$ cat config.mk
export PLATFORM = sky130hd
export DESIGN_NAME = tdm_demux8
export DESIGN_NICKNAME = d
export VERILOG_FILES = /design/src/rtl/tdm_demux8.sv
export SDC_FILE = /design/constraint.sdc
export NUM_CORES = 1
export LEC_CHECK = 0
export ABC_CLOCK_PERIOD_IN_PS = 3500
export BUFFER_PORTS_ARGS = -buffer_cell sky130_fd_sc_hd__buf_2
export CAP_MARGIN = 15
export CORE_ASPECT_RATIO = 0.7
export CORE_MARGIN = 1.5
export CORE_UTILIZATION = 50
export DETAILED_ROUTE_END_ITERATION = 10
export GPL_TIMING_DRIVEN = 0
export PLACE_DENSITY = 0.8
export SLEW_MARGIN = 10
export SYNTH_ARGS = -nofsm -noshare
export SYNTH_HDL_FRONTEND = slang
export SYNTH_SLANG_ARGS = --single-unit
export TNS_END_PERCENT = 100
$ cat constraint.sdc
create_clock -name clk -period 3.5 [get_ports clk]
set_input_delay 0.175 -clock clk [delete_from_list [all_inputs] [get_ports clk]]
set_output_delay 0.175 -clock clk [all_outputs]
set_load 0.01 [all_outputs]
$ cat src/rtl/tdm_demux8.sv
// rtl/tdm_demux8.sv - 1:8 TDM demultiplexer with frame lock, slot counter and error detect
module tdm_demux8 #(
    parameter logic [7:0] OUT_RST = 8'h00
) (
    input  logic       clk,
    input  logic       rst_n,
    input  logic       din,
    input  logic       din_valid,
    input  logic       fsync,
    output logic       o0,
    output logic       o1,
    output logic       o2,
    output logic       o3,
    output logic       o4,
    output logic       o5,
    output logic       o6,
    output logic       o7,
    output logic       out_valid,
    output logic [2:0] slot,
    output logic       locked,
    output logic       frame_err,
    output logic [7:0] frame_cnt
);

    typedef enum logic {HUNT, RUN} state_t;

    state_t     state;
    logic [7:0] shadow;
    logic [7:0] obus;

    assign {o0, o1, o2, o3, o4, o5, o6, o7} = obus;

    always_ff @(posedge clk or negedge rst_n) begin
        if (!rst_n) begin
            state     <= HUNT;
            shadow    <= 8'h00;
            obus      <= OUT_RST;
            slot      <= 3'd0;
            locked    <= 1'b0;
            out_valid <= 1'b0;
            frame_err <= 1'b0;
            frame_cnt <= 8'd0;
        end else begin
            out_valid <= 1'b0;
            frame_err <= 1'b0;
            if (din_valid) begin
                if (state == HUNT) begin
                    if (fsync) begin
                        shadow[0] <= din;
                        slot      <= 3'd1;
                        state     <= RUN;
                        locked    <= 1'b1;
                    end
                end else if (fsync) begin
                    // early sync abandons the partial frame and restarts at slot 0
                    if (slot != 3'd0)
                        frame_err <= 1'b1;
                    shadow[0] <= din;
                    slot      <= 3'd1;
                end else if (slot == 3'd0) begin
                    frame_err <= 1'b1;
                    state     <= HUNT;
                    locked    <= 1'b0;
                end else begin
                    shadow[slot] <= din;
                    slot         <= slot + 3'd1;
                    if (slot == 3'd7) begin
                        obus      <= {shadow[0], shadow[1], shadow[2], shadow[3],
                                      shadow[4], shadow[5], shadow[6], din};
                        out_valid <= 1'b1;
                        frame_cnt <= frame_cnt + 8'd1;
                    end
                end
            end
        end
    end

endmodule

==> run summary <==
Sw Ratio = 28.4%
RR Endpoint = shadow[1]
Antenna Cells = 0
Pins Over Slew Limit = 0
Post-synth EDFFs = 0
Pleak = 0.914 nW
Largest net degree at the start of global routing = 31
Core Area = 2530 µm²
Fmax = 492 MHz
DRC = 0
Num rows = 15
Maximum VDD drop = 0.000521 V
DR vias = 1,005
R2R cell count = 7
Max Cap Viol = 0
Pre-CTS WS = 1.50 ns
Clock group share of total power = 35.0%
P_int = 877 µW
Post-DRT Antenna Nets = 0
Worst path arrival time = 2.19 ns
Routed WL = 2.57 mm
Die X = 65.6 µm
Top post-synthesis cells by area = dfrtp_1 55%, nand2_1 8.5%, ha_1 5.5%
NetSw = 349 µW
Least-Margin Pin Slew = 0.662 ns
Post-CTS setup buffer count = 0
Remaining Overflow, GRT = 0
Die area = 3070 µm²
Post-synth ARST share = 100%
Cells after synthesis = 126
Avg Inst Size Synth = 10.9 µm²
Syn nets = 137
Min-delay worst type = primary input to flop
Setup ws final = 1.47 ns
Critical Path Start = slot[0]
Port bufs = 26
Clk pin slew, worst setup/hold paths = 0.06 ns
Crit Reg-Reg Startpoint = slot[0]
Unrepaired setup endpoints after global routing = false
Setup TNS = 0 ns
Initial antenna violation count = 0
Reg-to-reg slack, setup = 1.47 ns
Worst-path fanout max = 6
Area grow syn2layout = 23.7%
Inserted Clock Buffers = 5
Pwr Density = 722 nW/µm²
TritonCTS clock tree = done
Cts repair resizes = 0
Clock Latency Late Sink = 0.28 ns
DR iter-0 viols = 74
Layout fillers = 186
GPL Wtd Cong = 0.726
Crit path launch type = flop
Clock buffer depth = 2
Vias in the first global route = 938
HPWL Detailed = 1.79 mm
Reg power frac = 41.1%
Layout cells sized above 1 = 29.2%
Crit Path Category = flop to flop
Final period utilization = 58.1%
GRT Overall Usage = 19.7%
Ys Warns = 0
First-pass GRT wire length = 4.31 mm
Synthesized cell area = 1370 µm²
Gate power share = 24.0%
Most frequent cell after synthesis = nand2_1
Ys flop type = dfrtp_1
Via-per-instance ratio = 5.15
Most frequent cells after synthesis = 31 x nand2_1, 30 x dfrtp_1, 6 x ha_1, 6 x mux2_2, 6 x nor2_1
Synth area leader = dfrtp_1
Top-level I/O count = 27
Status = completed
#FFs+latches synth = 30
Count of cell types in the netlist = 29
Clock sink count = 30
Initial core utilization = 54.2%
Slew Limit Headroom = 55.9%
Final Critical Period = 2.03 ns
Setup crit end kind = flop
Die Y = 46.8 µm
Final setup fails = 0
Clock skew = 0.00548 ns
Req. time, crit path = 3.66 ns
Drt wl/cell = 13.2 µm
NumNets Final = 171
H-tree levels = 2
Endpoints failing hold = 0
Worst setup path end = shadow[1]
Sequential element share of the synthesized area = 54.7%
Drt first pass iters = 4
CTS root buffer = clkbuf_8
Share of the synthesized area in the top cell type = 54.7%
[metal layers]
metal | GRT usage (%) | part of all wire (%) | up-vias | wire [µm]
met5 | 0 | 0 | - | 0
met4 | 5.00 | 0.31 | 0 | 8
met3 | 8.63 | 5.2 | 2 | 134
met2 | 31.7 | 48 | 28 | 1230
met1 | 25.0 | 47 | 483 | 1200
li1 | - | - | 492 | -
[cells by family (layout without fill, tap and decap cells)]
family,after synthesis,in the layout,share of synthesized area [%]
AOI/OAI and AO/OA,9,9,3.92
xor gates and xnor gates,7,7,4.47
adders and majority gates,6,6,5.47
buffers and inverters,8,43,3.37
DFF,30,30,54.7
muxes,8,8,6.47
and+or+nand+nor,58,58,21.6
[layout make-up]
cell class | count | area [µm²] | share of cell area [%]
plain buffers | 4 | 31.3 | 1.84
flip-flops and latches | 30 | 751 | 44.2
clock inverters | 2 | 60.1 | 3.54
inverters | 4 | 15.0 | 0.884
well taps | 34 | 42.5 | 2.51
multi-input cells | 88 | 576 | 33.9
clock buffers | 6 | 82.6 | 4.86
repair buffers | 27 | 140 | 8.25
[worst min-delay path by stage]
stage           from           end  slack [ns]  depth (start not counted)
2_1_floorplan  rst_n  frame_cnt[0]       -0.12                          0
3_3_place_gp   rst_n  frame_cnt[7]        0.24                          1
3_5_place_dp   rst_n  frame_cnt[4]        0.24                          1
4_1_cts        fsync     out_valid        0.13                          2
5_1_grt        fsync     out_valid        0.14                          2
6_report       fsync     out_valid        0.16                          2
[layout by cell type, fill, tap and decap left out, drive strengths merged]
| cell | count |
|---|---|
| mux2i | 1 |
| nand4b | 1 |
| and3 | 2 |
| o21ai | 3 |
| clkbuf | 6 |
| nor3 | 4 |
| bufinv | 2 |
| mux2 | 7 |
| xnor2 | 3 |
| buf | 30 |
| nand2 | 31 |
| inv | 4 |
| a31oi | 1 |
| dlygate4sd3 | 1 |
| nand3 | 3 |
| nor2b | 1 |
| a21oi | 3 |
| nor4b | 1 |
| nor4 | 1 |
| xor2 | 4 |
| and4 | 1 |
| a22o | 2 |
| dfrtp | 30 |
| nand2b | 4 |
| nand4 | 3 |
| ha | 6 |
| nor2 | 6 |
[what timing repair did]
item                                    in CTS  in global routing
endpoints found under the hold margin       30                  0
endpoints found under the setup margin       0                  0
hold buffers                                 1                  0
[critical path, stage by stage (launching register included)]
cell and delay, ns:
dfrtp_1 0.46, inv_1 0.11, ha_1 0.21, nand2b_1 0.12, ha_1 0.28, nand4_1 0.17, nor3_1 0.21, mux2_2 0.36
[through the flow]
step | power, mW | instance area (µm²) | hold WS, ns | std cells | util (%)
4_1_cts | 1.24 | 1700 | 0.132 | 195 | 67.0
5_1_grt | 1.31 | 1700 | 0.138 | 195 | 67.0
3_3_place_gp | 0.785 | 1550 | 0.235 | 186 | 61.0
6_report | 1.23 | 1700 | 0.155 | 195 | 67.0
2_1_floorplan | 0.696 | 1370 | -0.121 | 126 | -
3_5_place_dp | 0.803 | 1550 | 0.241 | 186 | 61.0
[sequential cells by signal, indices dropped and copies added, names as in the netlist]
signal and count:
frame_cnt 8, obus 8, shadow 7, slot 3
frame_err 1, locked 1, out_valid 1, state 1
[power by group through the flow]
stage                     Sequential [mW]  Clock, mW  Combinational [mW]
after floorplan                     0.519          0               0.178
after global placement              0.502          0               0.283
after detailed placement            0.508          0               0.295
after CTS                           0.504      0.439               0.299
after global routing                0.519      0.460               0.330
final                               0.503      0.428               0.294
Note: power is estimated with default switching activity, not from simulation.
